===== src/rtl/dvi_pkg.sv =====
// Shared types and default 640x480@60 timing for the DVI timing controller.
package dvi_pkg;

    typedef enum logic [1:0] {
        ST_IDLE  = 2'd0,
        ST_RUN   = 2'd1,
        ST_DRAIN = 2'd2
    } dvi_state_e;

    localparam int unsigned DEF_H_ACTIVE = 640;
    localparam int unsigned DEF_H_FP     = 16;
    localparam int unsigned DEF_H_SYNC   = 96;
    localparam int unsigned DEF_H_BP     = 48;
    localparam int unsigned DEF_V_ACTIVE = 480;
    localparam int unsigned DEF_V_FP     = 10;
    localparam int unsigned DEF_V_SYNC   = 2;
    localparam int unsigned DEF_V_BP     = 33;

    // pix_data is packed {red, green, blue}
    localparam int unsigned CH_W      = 8;
    localparam int unsigned RGB_W     = 3 * CH_W;
    localparam int unsigned RED_LSB   = 2 * CH_W;
    localparam int unsigned GREEN_LSB = CH_W;
    localparam int unsigned BLUE_LSB  = 0;

endpackage


===== src/rtl/dvi_timing_ctrl_if.sv =====
// Pixel pull interface between the framebuffer reader (master) and the timing controller (slave).
interface dvi_timing_ctrl_if;
    import dvi_pkg::*;

    logic [RGB_W-1:0] pix_data;
    logic             pix_valid;
    logic             pix_rd;

    modport master (output pix_data, output pix_valid, input pix_rd);
    modport slave  (input pix_data, input pix_valid, output pix_rd);

endinterface


===== src/rtl/dvi_timing_counter.sv =====
// Raster position counters with wrap, plus region decodes for active video and sync.
module dvi_timing_counter
    import dvi_pkg::*;
#(
    parameter int unsigned H_ACTIVE = DEF_H_ACTIVE,
    parameter int unsigned H_FP     = DEF_H_FP,
    parameter int unsigned H_SYNC   = DEF_H_SYNC,
    parameter int unsigned H_BP     = DEF_H_BP,
    parameter int unsigned V_ACTIVE = DEF_V_ACTIVE,
    parameter int unsigned V_FP     = DEF_V_FP,
    parameter int unsigned V_SYNC   = DEF_V_SYNC,
    parameter int unsigned V_BP     = DEF_V_BP
) (
    input  logic clk,
    input  logic reset,
    input  logic run,
    output logic active_c,
    output logic hs_c,
    output logic vs_c,
    output logic first_c,
    output logic last_c
);

    localparam int unsigned H_TOTAL = H_ACTIVE + H_FP + H_SYNC + H_BP;
    localparam int unsigned V_TOTAL = V_ACTIVE + V_FP + V_SYNC + V_BP;
    localparam int unsigned HCNT_W  = $clog2(H_TOTAL);
    localparam int unsigned VCNT_W  = $clog2(V_TOTAL);

    localparam logic [HCNT_W-1:0] H_LAST = HCNT_W'(H_TOTAL - 1);
    localparam logic [VCNT_W-1:0] V_LAST = VCNT_W'(V_TOTAL - 1);

    logic [HCNT_W-1:0] hcnt;
    logic [VCNT_W-1:0] vcnt;
    logic [31:0]       h_pos;
    logic [31:0]       v_pos;

    // Counters clear whenever the raster is not running; partial frames are abandoned
    always_ff @(posedge clk) begin
        if (reset || !run) begin
            hcnt <= '0;
            vcnt <= '0;
        end else if (hcnt == H_LAST) begin
            hcnt <= '0;
            vcnt <= (vcnt == V_LAST) ? '0 : vcnt + 1'b1;
        end else begin
            hcnt <= hcnt + 1'b1;
        end
    end

    assign h_pos = 32'(hcnt);
    assign v_pos = 32'(vcnt);

    assign active_c = (h_pos < H_ACTIVE) && (v_pos < V_ACTIVE);
    assign hs_c     = (h_pos >= H_ACTIVE + H_FP) && (h_pos < H_ACTIVE + H_FP + H_SYNC);
    assign vs_c     = (v_pos >= V_ACTIVE + V_FP) && (v_pos < V_ACTIVE + V_FP + V_SYNC);
    assign first_c  = (hcnt == '0) && (vcnt == '0);
    assign last_c   = (hcnt == H_LAST) && (vcnt == V_LAST);

endmodule


===== src/rtl/dvi_timing_ctrl.sv =====
// DVI video timing controller: frame-aligned start/stop, pixel pull and registered encoder outputs.
module dvi_timing_ctrl
    import dvi_pkg::*;
#(
    parameter int unsigned H_ACTIVE = DEF_H_ACTIVE,
    parameter int unsigned H_FP     = DEF_H_FP,
    parameter int unsigned H_SYNC   = DEF_H_SYNC,
    parameter int unsigned H_BP     = DEF_H_BP,
    parameter int unsigned V_ACTIVE = DEF_V_ACTIVE,
    parameter int unsigned V_FP     = DEF_V_FP,
    parameter int unsigned V_SYNC   = DEF_V_SYNC,
    parameter int unsigned V_BP     = DEF_V_BP,
    parameter logic        HS_POL   = 1'b0,
    parameter logic        VS_POL   = 1'b0
) (
    input  logic                clkin,
    input  logic                reset,
    input  logic                pll_lckd,
    input  logic                enable,
    input  logic                underflow_clr,
    dvi_timing_ctrl_if.slave    pix,
    output logic [CH_W-1:0]     red_din,
    output logic [CH_W-1:0]     green_din,
    output logic [CH_W-1:0]     blue_din,
    output logic                hsync,
    output logic                vsync,
    output logic                de,
    output logic                frame_start,
    output logic                underflow
);

    dvi_state_e       state;
    dvi_state_e       state_nxt;
    logic             run_c;
    logic             active_c;
    logic             hs_c;
    logic             vs_c;
    logic             first_c;
    logic             last_c;
    logic [RGB_W-1:0] rgb_q;

    // Losing lock takes effect in the same cycle, not just on the next state update
    assign run_c = (state != ST_IDLE) && pll_lckd;

    dvi_timing_counter #(
        .H_ACTIVE (H_ACTIVE),
        .H_FP     (H_FP),
        .H_SYNC   (H_SYNC),
        .H_BP     (H_BP),
        .V_ACTIVE (V_ACTIVE),
        .V_FP     (V_FP),
        .V_SYNC   (V_SYNC),
        .V_BP     (V_BP)
    ) u_counter (
        .clk      (clkin),
        .reset    (reset),
        .run      (run_c),
        .active_c (active_c),
        .hs_c     (hs_c),
        .vs_c     (vs_c),
        .first_c  (first_c),
        .last_c   (last_c)
    );

    always_ff @(posedge clkin) begin
        if (reset) begin
            state <= ST_IDLE;
        end else begin
            state <= state_nxt;
        end
    end

    // A stop request at the very last pixel goes straight to IDLE instead of draining a whole extra frame
    always_comb begin
        state_nxt = state;
        if (!pll_lckd) begin
            state_nxt = ST_IDLE;
        end else begin
            case (state)
                ST_IDLE:  if (enable)  state_nxt = ST_RUN;
                ST_RUN:   if (!enable) state_nxt = last_c ? ST_IDLE : ST_DRAIN;
                ST_DRAIN: if (last_c)  state_nxt = enable ? ST_RUN : ST_IDLE;
                default:  state_nxt = ST_IDLE;
            endcase
        end
    end

    assign pix.pix_rd = active_c && run_c;

    // Encoder outputs trail the counter state by one clock
    always_ff @(posedge clkin) begin
        if (reset) begin
            de          <= 1'b0;
            rgb_q       <= '0;
            hsync       <= ~HS_POL;
            vsync       <= ~VS_POL;
            frame_start <= 1'b0;
            underflow   <= 1'b0;
        end else begin
            de          <= pix.pix_rd;
            rgb_q       <= (pix.pix_rd && pix.pix_valid) ? pix.pix_data : '0;
            hsync       <= (run_c && hs_c) ? HS_POL : ~HS_POL;
            vsync       <= (run_c && vs_c) ? VS_POL : ~VS_POL;
            frame_start <= (state == ST_RUN) && run_c && first_c;
            underflow   <= (pix.pix_rd && !pix.pix_valid) || (underflow && !underflow_clr);
        end
    end

    assign red_din   = rgb_q[RED_LSB   +: CH_W];
    assign green_din = rgb_q[GREEN_LSB +: CH_W];
    assign blue_din  = rgb_q[BLUE_LSB  +: CH_W];

endmodule


===== src/flat_wrapper.sv =====
// flat-port wrapper written by rule: the top's interface ports become plain ports
module dvi_timing_ctrl_flat import dvi_pkg::*;
#(
    parameter int unsigned H_ACTIVE = DEF_H_ACTIVE,
    parameter int unsigned H_FP     = DEF_H_FP,
    parameter int unsigned H_SYNC   = DEF_H_SYNC,
    parameter int unsigned H_BP     = DEF_H_BP,
    parameter int unsigned V_ACTIVE = DEF_V_ACTIVE,
    parameter int unsigned V_FP     = DEF_V_FP,
    parameter int unsigned V_SYNC   = DEF_V_SYNC,
    parameter int unsigned V_BP     = DEF_V_BP,
    parameter logic        HS_POL   = 1'b0,
    parameter logic        VS_POL   = 1'b0
)
  (clkin, reset, pll_lckd, enable, underflow_clr, red_din, green_din, blue_din, hsync, vsync, de, frame_start, underflow, pix_pix_data, pix_pix_valid, pix_pix_rd);
  dvi_timing_ctrl_if pix_i ();
  input  logic clkin;
  input  logic reset;
  input  logic pll_lckd;
  input  logic enable;
  input  logic underflow_clr;
  output logic [CH_W-1:0] red_din;
  output logic [CH_W-1:0] green_din;
  output logic [CH_W-1:0] blue_din;
  output logic hsync;
  output logic vsync;
  output logic de;
  output logic frame_start;
  output logic underflow;
  input wire logic [$bits(pix_i.pix_data)-1:0] pix_pix_data;
  input wire logic [$bits(pix_i.pix_valid)-1:0] pix_pix_valid;
  output wire logic [$bits(pix_i.pix_rd)-1:0] pix_pix_rd;
  assign pix_i.pix_data = pix_pix_data;
  assign pix_i.pix_valid = pix_pix_valid;
  assign pix_pix_rd = pix_i.pix_rd;
  dvi_timing_ctrl #(.H_ACTIVE(H_ACTIVE), .H_FP(H_FP), .H_SYNC(H_SYNC), .H_BP(H_BP), .V_ACTIVE(V_ACTIVE), .V_FP(V_FP), .V_SYNC(V_SYNC), .V_BP(V_BP), .HS_POL(HS_POL), .VS_POL(VS_POL)) u_core (.clkin(clkin), .reset(reset), .pll_lckd(pll_lckd), .enable(enable), .underflow_clr(underflow_clr), .pix(pix_i), .red_din(red_din), .green_din(green_din), .blue_din(blue_din), .hsync(hsync), .vsync(vsync), .de(de), .frame_start(frame_start), .underflow(underflow));
endmodule

===== config.mk =====
export PLATFORM = sky130hd
export DESIGN_NAME = dvi_timing_ctrl_flat
export DESIGN_NICKNAME = d
export VERILOG_FILES = /design/src/rtl/dvi_pkg.sv /design/src/rtl/dvi_timing_ctrl_if.sv /design/src/rtl/dvi_timing_counter.sv /design/src/rtl/dvi_timing_ctrl.sv /design/src/flat_wrapper.sv
export SDC_FILE = /design/constraint.sdc
export NUM_CORES = 1
export LEC_CHECK = 0
export ABC_AREA = 1
export CORE_MARGIN = 3
export CORE_UTILIZATION = 40
export CTS_CLUSTER_SIZE = 12
export DETAILED_ROUTE_END_ITERATION = 10
export PLACE_DENSITY = 0.74
export SKIP_LAST_GASP = 1
export SYNTH_ARGS = -nofsm -noshare
export SYNTH_HDL_FRONTEND = slang
export SYNTH_SLANG_ARGS = --single-unit
export TNS_END_PERCENT = 50

===== constraint.sdc =====
create_clock -name clkin -period 1.4 [get_ports clkin]
set_input_delay 0.35 -clock clkin [delete_from_list [all_inputs] [get_ports clkin]]
set_output_delay 0.35 -clock clkin [all_outputs]
set_load 0.03 [all_outputs]

==> Word-level counts from Yosys, hierarchy flattened <==
Cells that the tools add are included.
{ "totals": {"word_cells": 62, "reg_bits": 51, "inputBits": 30} }
{ "op_classes": {"n_mux": 9, "n_eq_ne": 7, "n_reduce_logical": 27, "order_cmp": 6, "addsub": 2, "bitwise": 2} }
{ "op_table": {"columns": ["op", "count"], "rows": [
  ["10-bit by 1-bit adder with 10-bit output, second input constant", 2],
  ["10-bit == test, second input constant", 2],
  ["10-bit zero test", 2],
  ["10-bit less-than comparator, second input constant", 2],
  ["10-bit by 9-bit less-than comparator with 1-bit output, second input constant", 2],
  ["1-bit logical AND", 14],
  ["10-bit greater-or-equal comparator, second input constant", 1],
  ["10-bit by 9-bit greater-or-equal comparator with 1-bit output, second input constant", 1],
  ["10-bit 2-to-1 mux", 1],
  ["2-bit 2-to-1 mux", 4],
  ["2-bit case mux with 3 select lines", 1],
  ["2-bit OR reduction", 3],
  ["2-bit != test, second input constant", 2],
  ["1-bit zero test", 3],
  ["1-bit 2-to-1 mux", 3],
  ["3-bit AND reduction", 1],
  ["2-bit by 1-bit == test with 1-bit output, second input constant", 1],
  ["2-bit == test, second input constant", 1],
  ["2-bit zero test", 1],
  ["1-bit logical OR", 2],
  ["2-bit by 1-bit != test with 1-bit output, second input constant", 1],
  ["1-bit NOT", 2],
  ["2-bit nonzero test", 1]
]} }

==> Logic depth before layout (Yosys ltp) <==
Gate-level depths: netlist of run 1.
{ "logic_depth": {"word_depth": 6, "depth_mapped": 9, "ltp_nobuf": 9} }

==> Cells and area by module <==
A second synthesis of run 1 with hierarchy kept.
{ "hier_totals": {"cells_unflattened": 291, "area_unflattened_um2": 2264.7} }
{ "modules_own_cells": {"columns": ["mod", "cells_each", "area_per_inst_um2", "n_inst"], "rows": [
  ["dvi_timing_counter", 181, 1232.4, 1],
  ["dvi_timing_ctrl", 110, 1032.2, 1]
]} }

==> Worst setup path before layout of run 1 <==
OpenSTA, ideal clock, no wires.
{ "synth_path": {"kind": "reg2reg", "startpoint": "reg u_core.u_counter.hcnt[0]", "endpoint": "reg u_core.u_counter.vcnt[1]", "setup_time_ns": 0.121, "stages_incl_launch_ff": 8, "n_path_buf": 1, "t_arrival_ns": 1.268, "path_slack_ns": 0.011, "cell_sequence": "dfxtp_1 -> ha_1 -> nand3_2 -> nor2_1 -> nand2_2 -> nand2_2 -> buf_6 -> o22ai_2"} }
{ "synth_between": {"elab_chain_cells": 1} }
{ "synth_lines": {"columns": ["item", "line", "text"], "rows": [
  ["start: declaration", "dvi_timing_counter.sv:32", "logic [HCNT_W-1:0] hcnt;"],
  ["start signal: assignment", "dvi_timing_counter.sv:46", "hcnt <= hcnt + 1'b1;"],
  ["10-bit == test", "dvi_timing_counter.sv:42", "end else if (hcnt == H_LAST) begin"],
  ["end signal: assignment", "dvi_timing_counter.sv:44", "vcnt <= (vcnt == V_LAST) ? '0 : vcnt + 1'b1;"],
  ["end: declaration", "dvi_timing_counter.sv:33", "logic [VCNT_W-1:0] vcnt;"]
]} }
No other way between the ends.
A chain may end at the register's enable or synchronous reset.

==> Final worst setup path of run 1 <==
{ "layout_path": {"startpoint": "reg u_core.u_counter.vcnt[7]", "endpoint": "out pix_pix_rd"} }
{ "layout_between": {"elab_chain_cells": 3} }
{ "layout_lines": {"columns": ["item", "line", "text"], "rows": [
  ["10-bit by 9-bit less-than comparator with 1-bit output", "dvi_timing_counter.sv:53", "assign active_c = (h_pos < H_ACTIVE) && (v_pos < V_ACTIVE);"],
  ["1-bit logical AND", "dvi_timing_counter.sv:53", null],
  ["1-bit logical AND", "dvi_timing_ctrl.sv:88", "assign pix.pix_rd = active_c && run_c;"],
  ["end: declaration", "flat_wrapper.sv:32", "output wire logic [$bits(pix_i.pix_rd)-1:0] pix_pix_rd;"]
]} }
No other way between the ends.

==> results by group, run 1 <==
Global routing
  – Largest net degree at the start of global routing: 25
  – Met2 Use GR: 0.262
  – Met3 usage: 0.0384
  – Initial antenna violation count: 0
  – Vias in the first global route: roughly 1800
  – GR peak layer: met2
  – GRT Overall Usage: 0.160
  – M1 GR Usage: 0.202
  – Total congestion overflow: 0
  – First-pass GRT wire length: 8020 um

Finish
  – Proportion of layout cells with a drive suffix above 1: 0.202
  – N_diodes: 0
  – # nets final: 409
  – Syn-to-layout area delta: 50.3%

STA
  – Final Hold Slack: ~0.35 ns
  – TNS Setup: -0.174 ns
  – Fin. max-slew vios: 0
  – Post-route minimum period: 1.57 ns
  – Least-Margin Pin Slew: 0.356 ns
  – Final setup vio count: 1
  – Clock Skews: 0.00572 ns
  – Final WS setup: -0.174 ns
  – Max-slew headroom: 0.762
  – Hold Violations, Final: 0
  – Max Freq: about 640 MHz
  – RSZ-0062 raised after global routing: yes
  – Period utilisation layout: 1.12

Yosys
  – Largest family of logic cells by synthesized area: simple AND/OR/NAND/NOR gates
  – #FFs+latches synth: just over 50
  – Mapped cell area: 0.00217 mm2
  – Syn Inst Count: 285
  – Post-synthesis compound-gate area fraction: 0.0317
  – Mux cell area share after synthesis: 0
  – Synth top area cells: dfxtp_1, inv_1, nor2_1, nand2_1, nand3_1
  – Synthesized Nets: 319
  – Simple-Gate Fraction of Synth Area: 0.336
  – Synth warn: 0
  – Sequential area share after synthesis: 0.471
  – Adder-Cell Fraction of Synth Area: 0.0231
  – Library cells used by synthesis: 28
  – Post-synth top area cell: dfxtp_1
  – Post-Synth XOR/XNOR Area: 0.0162
  – Synth top area share: 0.471
  – Avg Cell Area, Syn: 7.61 um2

Setup path
  – Crit path launch type: flop
  – Crit Path Category: reg2out
  – Critical path fanouts, max: 3
  – Worst EP required: between 1 and 1.5 ns
  – CP Capture Type: output port
  – Reg2Reg Depth: 6
  – Arr. time, crit path: 1.22 ns

Clock tree
  – Reg clk slew, reported paths: ~0.090 ns
  – Clk sinks: 51
  – CTS tree: built
  – Htree depth: 2
  – Insertion delay to the later sink of the worst-skew pair: 0.31 ns
  – Clock tree buffer depth: 2
  – CTS Buf Count: 5
  – Root buf cell: clkbuf_8

Floorplan
  – Core Area: 0.00517 mm2
  – Cell Rows: 26
  – Die Ht: 79.6 um
  – Die ar.: 0.00634 mm2
  – IO Count: 60
  – Initial Util: 0.419
  – Die Span X: 79.6 um

Routing
  – Antenna Nets Post-Route: 0
  – Vias per cell: between 4 and 5
  – WL per Instance: 11.4 um
  – DRC viols: 0
  – Via Count: 1989
  – Detailed Route Iter0 Violations: about 150
  – First-pass DRT Iterations: 4
  – Final WL: around 5000 um

Min path
  – Worst Hold Class: in2reg
  – Hold Path Stages: 3

Outcome
  – Status: complete, but fails checks
  – Violated checks: setup timing

Power
  – VDD IR-drop max: roughly 0.00042 V
  – Leak: between 1.5 and 2 nW
  – PwrDens: 833 mW/mm2

Placement
  – Number of I/O port buffers: around 60
  – GPL Wtd Cong: 0.911
  – Placed wire-length estimate: 3700 um

Job
  – Max Cap Violations: 0
synth_stat cells:
| cell | number |
|---|---|
| a21oi_1 | 5 |
| buf_2 | 1 |
| buf_6 | 3 |
| dfxtp_1 | 51 |
| ha_1 | 4 |
| inv_1 | 59 |
| inv_2 | 1 |
| nand2_1 | 39 |
| nand2_2 | 3 |
| nand2_4 | 1 |
| nand3_1 | 20 |
| nand3_2 | 4 |
| nand3_4 | 1 |
| nand3b_1 | 3 |
| nand4_1 | 5 |
| nor2_1 | 55 |
| nor2_2 | 4 |
| nor2_4 | 2 |
| nor3_1 | 8 |
| nor3_2 | 1 |
| nor3b_2 | 1 |
| nor4_1 | 4 |
| o21a_1 | 1 |
| o21ai_0 | 3 |
| o21ai_2 | 1 |
| o22ai_2 | 1 |
| xnor2_1 | 1 |
| xor2_1 | 3 |
routing by layer:
metal  part of all wire  up-vias  routed length, um
li1                   -     1045                  -
met1               0.46      874               2340
met2               0.46       64               2320
met3              0.066        6                334
met4              0.015        0                 77
met5                  0        -                  0
power breakdown:
part | leakage [nW] | internal (mW) | switching (mW)
sequential | 0.416 | 1.46 | 0.00618
clock | 0.0548 | 0.538 | 0.499
combinational | 1.21 | 0.121 | 0.0902
total | 1.68 | 2.12 | 0.595
what timing repair did:
action | CTS | global route
hold buffers | 0 | 0
setup endpoints to repair | 34 | 75
pin swaps | 1 | 10
gates resized for setup | 20 | 42
setup buffers | 1 | 4
flip-flops by register name (all words and copies together) (netlist names):
signal,count
u_core.de,1
u_core.frame_start,1
u_core.hsync,1
u_core.rgb_q,24
u_core.state,2
u_core.u_counter.hcnt,10
u_core.u_counter.vcnt,10
u_core.underflow,1
u_core.vsync,1
placed cells by master (no fill, tap or decap), drive strengths merged, types with 2 or more instances in the layout:
master         count
clkbuf             5
nand3b             3
dlymetal6s2s      14
xor2               3
a21oi              5
nor4               4
inv               61
nand4              5
o21ai              4
nand2             43
nor3               9
ha                 4
clkdlybuf4s50     28
dlygate4sd2       14
dfxtp             51
nand3             25
buf               29
nor2              61
clkdlybuf4s15      2
area by class of cell:
class,count,area (um2)
flip-flops and latches,51,1040
well taps,70,87.6
repair buffers,87,848
inverters,60,225
clock inverters,3,46.3
clock buffers,5,68.8
multi-input cells,170,946
fillers,428,1910
worst max-delay path, stage by stage, from the launching register on:
cell,delay [ns]
dfxtp_2,0.34
nand2_1,0.08
inv_1,0.07
nand3_2,0.07
nand3_2,0.10
nor2_4,0.12
buf_6,0.14
worst paths after layout:
check                                         startpoint                        to  slack [ns]
worst max-delay path            u_core.u_counter.vcnt[7]                pix_pix_rd       -0.17
worst min-delay path                            pll_lckd           u_core.state[0]        0.35
worst max register to register  u_core.u_counter.hcnt[1]  u_core.u_counter.vcnt[1]        0.08
worst min register to register          u_core.underflow          u_core.underflow        0.49
metrics by stage:
| step | power (mW) | utilization | area [um2] | setup slack [ns] | cells |
|---|---|---|---|---|---|
| finish | 2.71 | 0.630 | 3260 | -0.174 | 446 |
| global route | 2.83 | 0.630 | 3260 | -0.256 | 446 |
| floorplan | 1.58 | - | 2170 | 0.0111 | 285 |
| CTS | 2.75 | 0.602 | 3110 | -0.257 | 442 |
| detailed placement | 1.71 | 0.581 | 3000 | -0.371 | 433 |
| global placement | 1.71 | 0.581 | 3000 | -0.378 | 433 |
cell families (layout without fill, tap and decap cells):
group,Yosys count,after routing
flip-flops,51,51
AND/OR/NAND/NOR,151,151
AO/OA/AOI/OAI,11,11
XOR/XNOR,4,4
adder cells (fa/ha/maj),4,4
buffers and inverters,64,155
Note: power is estimated with default switching activity, not from simulation.
==> run 2: changes to the inputs <==
- SYNTH_HIERARCHICAL: default -> 1
==> run 2 against run 1 <==
  * The flow still finishes with violations (setup timing)
  * Count of clock-buffer cells in the layout is 1 higher
  * Global-route usage is 0.12 points lower
  * Design area is 4.6% higher
  * Clock skew is 0.0029 ns higher
==> results by group, run 2 <==
Finish
  – # nets final: 420 (was 409)
  – Top flop regs: u_core/rgb_q (24), u_core/u_counter/hcnt (10), u_core/u_counter/vcnt (10) (was u_core.rgb_q (24), u_core.u_counter.hcnt (10), u_core.u_counter.vcnt (10))
  – Largest register FFs: 24 (unchanged)
  – Most frequent cells in the layout: nand2_1, inv_1, dfxtp_1 (was inv_1, nor2_1, dfxtp_1)
  – Proportion of layout cells with a drive suffix above 1: 0.300 (was 0.202)
  – Syn-to-layout area delta: 50.4% (was 50.3%)
  – Most common cell after layout, fill and taps aside: nand2_1 (was inv_1)
  – Finished Core Util: 0.643 (was 0.630)
  – Largest Register: u_core/rgb_q (was u_core.rgb_q)
  – N_diodes: 0 (unchanged)

Setup path
  – Worst EP required: 1.05 ns (about the same)
  – Critical path fanouts, max: 4 (was 3)
  – Crit path launch type: flop (unchanged)
  – Crit Path Category: reg2out (unchanged)
  – CP Capture Type: output port (unchanged)
  – Arr. time, crit path: 1.38 ns (was 1.22 ns)
  – Worst R2R Setup Slack: 0.04 ns (was 0.08 ns)

Power
  – PwrDens: 745 mW/mm2 (was 833 mW/mm2)
  – Leak: 1.69 nW (was 1.68 nW)
  – VDD IR-drop max: 0.000378 V (was 0.000422 V)

Floorplan
  – Core Area: 0.00530 mm2 (was 0.00517 mm2)
  – Die Ht: 81.2 um (was 79.6 um)
  – Die Span X: 81.2 um (was 79.6 um)
  – Cell Rows: 26 (unchanged)
  – Die ar.: 0.00660 mm2 (was 0.00634 mm2)
  – Initial Util: 0.427 (was 0.419)
  – IO Count: 60 (unchanged)

Clock tree
  – Insertion delay to the later sink of the worst-skew pair: 0.31 ns (about the same)
  – Htree depth: 2 (unchanged)
  – Reg clk slew, reported paths: 0.09 ns (about the same)
  – # hold bufs at CTS: 0 (unchanged)
  – CTS tree: built (unchanged)
  – Root buf cell: clkbuf_8 (unchanged)
  – Clock tree buffer depth: 2 (unchanged)
  – CTS Buf Count: 5 (unchanged)
  – Clk sinks: 51 (unchanged)

Global routing
  – Largest net degree at the start of global routing: 19 (was 25)
  – GRT Overall Usage: 0.159 (was 0.160)
  – Total congestion overflow: 0 (unchanged)
  – Vias in the first global route: 1898 (was 1849)
  – Initial antenna violation count: 0 (unchanged)
  – First-pass GRT wire length: 8050 um (was 8020 um)

Yosys
  – Syn Inst Count: 291 (was 285)
  – Most instantiated cells after synthesis: nand2_1, inv_1, dfxtp_1 (was inv_1, nor2_1, dfxtp_1)
  – Synth warn: 6 (was 0)
  – Avg Cell Area, Syn: 7.78 um2 (was 7.61 um2)
  – #FFs+latches synth: 51 (unchanged)
  – Prevailing post-synth register cell: dfxtp_1 (unchanged)
  – Library cells used by synthesis: 28 (unchanged)
  – Synthesized Nets: 325 (was 319)
  – Count leader, synth: nand2_1 (was inv_1)
  – Mapped cell area: 0.00226 mm2 (was 0.00217 mm2)
  – Async set-reset flop share out of synthesis: 0 (unchanged)
  – Synth top area cells: dfxtp_1, nand2_1, inv_1, nor2_2, nor2_1 (was dfxtp_1, inv_1, nor2_1, nand2_1, nand3_1)
  – Post-synth top area cell: dfxtp_1 (unchanged)
  – Number of enable flip-flop cells after synthesis: 0 (unchanged)
  – Sequential area share after synthesis: 0.451 (was 0.471)
  – Synth top area share: 0.451 (was 0.471)

STA
  – Fin. max-slew vios: 0 (unchanged)
  – Final Hold Slack: 0.440 ns (was 0.351 ns)
  – Final setup vio count: 1 (unchanged)
  – Period utilisation layout: 1.24 (was 1.12)
  – Post-route minimum period: 1.73 ns (was 1.57 ns)
  – Hold Violations, Final: 0 (unchanged)
  – Final WS setup: -0.333 ns (was -0.174 ns)
  – Max Freq: 577 MHz (was 635 MHz)
  – RSZ-0062 raised after global routing: yes (unchanged)
  – Least-Margin Pin Slew: 0.327 ns (was 0.356 ns)
  – Max-slew headroom: 0.780 (was 0.762)
  – Clock Skews: 0.00862 ns (was 0.00572 ns)

Placement
  – Number of I/O port buffers: 59 (unchanged)
  – Placed wire-length estimate: 3880 um (was 3700 um)
  – GPL Wtd Cong: 0.906 (was 0.911)

Outcome
  – Status: complete, but fails checks (unchanged)
  – Violated checks: setup timing (unchanged)

Routing
  – WL per Instance: 11.3 um (was 11.4 um)
  – First-pass DRT Iterations: 4 (unchanged)
  – Final WL: 5180 um (was 5070 um)
  – Antenna Nets Post-Route: 0 (unchanged)
  – Vias per cell: 4.45 (was 4.46)
  – Detailed Route Iter0 Violations: 82 (was 153)
  – Via Count: 2034 (was 1989)
  – DRC viols: 0 (unchanged)

Min path
  – Worst Hold Class: reg2reg (was in2reg)

Job
  – Max Cap Violations: 0 (unchanged)
[run 2: changes by cell type after synthesis, moves of 5 or more]
cell,change
a21oi_1,+6
inv_1,-5
nand2_1,+21
nand3_1,-7
nor2_1,-25
nor2_2,+16
[run 2: final timing paths]
| check | from | cells after the start | end |
|---|---|---|---|
| worst max-delay path | u_core/u_counter/hcnt[9] | 6 | pix_pix_rd |
| worst min-delay path | u_core/state[1] | 1 | u_core/frame_start |
| worst max register to register | u_core/u_counter/hcnt[9] | 7 | u_core/rgb_q[0] |
| worst min register to register | u_core/state[1] | 1 | u_core/frame_start |
[run 2: metrics by stage]
stage	TNS (ns)	cells	instance area, um2	setup WS, ns	total power, mW
after floorplan	-0.0605	291	2290	-0.0605	1.56
after global placement	-5.10	445	3160	-0.264	1.67
after detailed placement	-5.72	445	3160	-0.269	1.67
after CTS	-2.75	453	3250	-0.344	2.56
after global routing	-1.10	457	3410	-0.423	2.63
final	-0.333	457	3410	-0.333	2.54
[run 2: cells by family (layout without fill, tap and decap cells)]
group / count (synthesis) / count (layout) / synth area share
buf+inv: 61 / 156 / 0.111
xor+xnor: 3 / 3 / 0.0116
simple gates: 154 / 155 / 0.356
compound gates: 18 / 18 / 0.0481
fa+ha+maj: 4 / 4 / 0.0221
flops: 51 / 51 / 0.451
[run 2: layer usage]
| metal | track usage | wire [um] | vias up |
|---|---|---|---|
| met3 | 0.0310 | 196 | 7 |
| met4 | 0.0709 | 90 | 0 |
| met2 | 0.286 | 2720 | 26 |
| met1 | 0.180 | 2170 | 924 |
| met5 | 0 | 0 | - |
| li1 | - | - | 1077 |
[run 2: worst max-delay path, cell delays in order, from the launching register on]
cell	delay, ns
dfxtp_4	0.37
nand2_2	0.07
inv_2	0.05
nor4_4	0.27
inv_2	0.09
nor2_4	0.09
buf_6	0.13
[run 2: cell type report]
| type | count | area, um2 |
|---|---|---|
| timing repair buffer | 90 | 866 |
| multi-input combinational | 180 | 1100 |
| sequential | 51 | 1040 |
| clock buffer | 6 | 82.6 |
| tap | 70 | 87.6 |
| fill | 452 | 1900 |
| inverter | 58 | 218 |
| clock inverter | 2 | 16.3 |
[run 2: repair_timing]
action	4_1_cts	5_1_grt
pin swaps	0	14
endpoints found under the setup margin	40	61
buffers inserted	0	5
gates resized for setup	27	46
cloned	0	1
[run 2: where the power goes]
part	switching, mW	internal (mW)	leakage, nW	total [mW]
sequential	0.00398	1.45	0.417	1.46
combinational	0.0731	0.106	1.22	0.179
clock	0.497	0.404	0.0474	0.901
==> run 3: changes to the inputs <==
- CORE_UTILIZATION: 40 -> 43
- PLACE_DENSITY: 0.74 -> 0.79
- SYNTH_HIERARCHICAL: 1 -> default
==> run 3 against run 2 <==
  * The run still ends with setup timing left
  * Design area down 4.6%
  * Power up 6.1%
  * Sequential power about the same
  * Combinational power up 26%
  * First-iteration DRC count up 50%
  * Clock power up 11%
  * Non-clock buffer count down 2
  * Sequential share of layout area up 1.4 points
  * Flip-flop and latch count unchanged
  * Register-to-register slack worse by 0.04 ns
  * Critical path type unchanged
==> results by group, run 3 (same netlist as run 1, synthesis figures left out) <==
Setup path
  – Crit Path Category: reg2out (unchanged)
  – Critical Path Max Stage Delay: 0.36 ns (was 0.37 ns)
  – CP max stage cell: dfxtp_1 (was dfxtp_4)
  – Worst EP required: 1.05 ns (about the same)
  – CP Cell Sequence: nand2_1 > inv_1 > nand3_2 > nand3_4 > nor2_4 > buf_6 (was nand2_2 > inv_2 > nor4_4 > inv_2 > nor2_4 > buf_6)
  – Critical path fanouts, max: 3 (was 4)
  – Arr. time, crit path: 1.24 ns (was 1.38 ns)
  – CP Capture Type: output port (unchanged)
  – Crit path launch type: flop (unchanged)

Power
  – VDD IR-drop max: 0.000483 V (was 0.000378 V)
  – PwrDens: 829 mW/mm2 (was 745 mW/mm2)
  – Leak: 1.60 nW (was 1.69 nW)

Routing
  – Via Count: 2065 (was 2034)
  – First-pass DRT Iterations: 4 (unchanged)
  – Detailed Route Iter0 Violations: 123 (was 82)
  – WL per Instance: 12.7 um (was 11.3 um)
  – DRC viols: 0 (unchanged)
  – Final WL: 5650 um (was 5180 um)
  – Vias per cell: 4.66 (was 4.45)
  – Antenna Nets Post-Route: 0 (unchanged)

Clock tree
  – CTS Buf Count: 5 (unchanged)
  – Clock tree buffer depth: 2 (unchanged)
  – CTS tree: built (unchanged)
  – Reg clk slew, reported paths: 0.09 ns (about the same)
  – Root buf cell: clkbuf_8 (unchanged)
  – Clk sinks: 51 (unchanged)
  – Htree depth: 2 (unchanged)
  – Insertion delay to the later sink of the worst-skew pair: 0.30 ns (was 0.31 ns)
  – # hold bufs at CTS: 0 (unchanged)

Floorplan
  – Cell Rows: 25 (was 26)
  – Die Span X: 77.0 um (was 81.2 um)
  – Die ar.: 0.00593 mm2 (was 0.00660 mm2)
  – Die Ht: 77.0 um (was 81.2 um)
  – IO Count: 60 (unchanged)
  – Initial Util: 0.453 (was 0.427)
  – Core Area: 0.00479 mm2 (was 0.00530 mm2)

Placement
  – GPL Wtd Cong: 0.842 (was 0.906)
  – Placed wire-length estimate: 4030 um (was 3880 um)
  – Number of I/O port buffers: 59 (unchanged)
  – Placed cells: 431 (was 445)
  – Cell Area, Placed: 0.00299 mm2 (was 0.00316 mm2)

Outcome
  – Status: complete, but fails checks (unchanged)
  – Violated checks: setup timing (unchanged)

Global routing
  – Initial antenna violation count: 0 (unchanged)
  – GRT Overall Usage: 0.184 (was 0.159)
  – Largest net degree at the start of global routing: 25 (was 19)
  – Vias in the first global route: 1974 (was 1898)
  – Total congestion overflow: 0 (unchanged)
  – First-pass GRT wire length: 8820 um (was 8050 um)

STA
  – Post-route minimum period: 1.59 ns (was 1.73 ns)
  – Least-Margin Pin Slew: 0.377 ns (was 0.327 ns)
  – Final setup vio count: 1 (unchanged)
  – Max Freq: 628 MHz (was 577 MHz)
  – Period utilisation layout: 1.14 (was 1.24)
  – Hold Violations, Final: 0 (unchanged)
  – Max-slew headroom: 0.747 (was 0.780)
  – Final WS setup: -0.191 ns (was -0.333 ns)
  – Clock Skews: 0.00574 ns (was 0.00862 ns)
  – RSZ-0062 raised after global routing: yes (unchanged)
  – TNS Setup: -0.191 ns (was -0.333 ns)
  – Fin. max-slew vios: 0 (unchanged)

Finish
  – N_diodes: 0 (unchanged)
  – Most frequent cells in the layout: inv_1, nor2_1, dfxtp_1 (was nand2_1, inv_1, dfxtp_1)
  – Proportion of layout cells with a drive suffix above 1: 0.221 (was 0.300)
  – Top flop regs: u_core.rgb_q (24), u_core.u_counter.hcnt (10), u_core.u_counter.vcnt (10) (was u_core/rgb_q (24), u_core/u_counter/hcnt (10), u_core/u_counter/vcnt (10))
  – Largest Register: u_core.rgb_q (was u_core/rgb_q)
  – Syn-to-layout area delta: 49.9% (was 50.4%)
  – Fin area: 0.00325 mm2 (was 0.00341 mm2)
  – # nets final: 410 (was 420)
  – Layout Cells excl Fill: 443 (was 457)
  – Fillcell total: 380 (was 452)
  – Largest register FFs: 24 (unchanged)
  – Most common cell after layout, fill and taps aside: inv_1 (was nand2_1)

Job
  – Max Cap Violations: 0 (unchanged)

Min path
  – Worst Hold Class: in2reg (was reg2reg)
==> run 3: power by group <==
| part | internal, mW | switching, mW |
|---|---|---|
| logic | 0.128 | 0.0979 |
| registers | 1.46 | 0.00579 |
| clock network | 0.523 | 0.478 |
==> run 3: critical path, delay by kind of cell (launching register included) <==
kind | cells | cell delay [ns]
flip-flops | 1 | 0.36
AND/OR/NAND/NOR | 4 | 0.36
buffers and inverters | 2 | 0.22
==> run 3: path summary, 6_finish.rpt <==
path | startpoint | endpoint | slack, ns | cells past startpoint
setup reg to reg | u_core.u_counter.hcnt[1] | u_core.u_counter.hcnt[8] | 0 | 7
hold / removal | pll_lckd | u_core.state[0] | 0.48 | 3
hold reg to reg | u_core.underflow | u_core.underflow | 0.48 | 2
setup / recovery | u_core.u_counter.vcnt[6] | pix_pix_rd | -0.19 | 6
==> run 3: area by class of cell <==
cell class / instances / area, um2 / area share
Inverter: 60 / 225 / 0.0693
Clock buffer: 5 / 68.8 / 0.0212
Timing Repair Buffer: 88 / 833 / 0.256
Clock inverter: 2 / 37.5 / 0.0116
Multi-Input combinational cell: 170 / 966 / 0.297
Tap cell: 67 / 83.8 / 0.0258
Sequential cell: 51 / 1030 / 0.318
==> run 3: routing by layer <==
layer  routed length [um]  part of all wire  GRT usage  vias up
met5                    0                 0          0        -
met3                  223             0.040     0.0411        8
met4                   77             0.014     0.0641        0
li1                     -                 -          -     1054
met1                 2310              0.41      0.211      945
met2                 3040              0.54      0.334       58
==> run 3: metrics by stage <==
step	worst slack (ns)	hold slack (ns)	utilization	power (mW)
3_3_place_gp	-0.354	0.462	0.626	1.72
3_5_place_dp	-0.404	0.469	0.626	1.72
2_1_floorplan	0.0111	0.429	-	1.58
4_1_cts	-0.260	0.483	0.645	2.70
5_1_grt	-0.266	0.499	0.679	2.80
6_report	-0.191	0.476	0.679	2.69
==> run 3: repair_timing <==
item	4_1_cts	5_1_grt
gates resized for setup	25	43
pin swaps	1	10
setup buffers	1	3
gates cloned	0	1
endpoints found under the setup margin	45	72
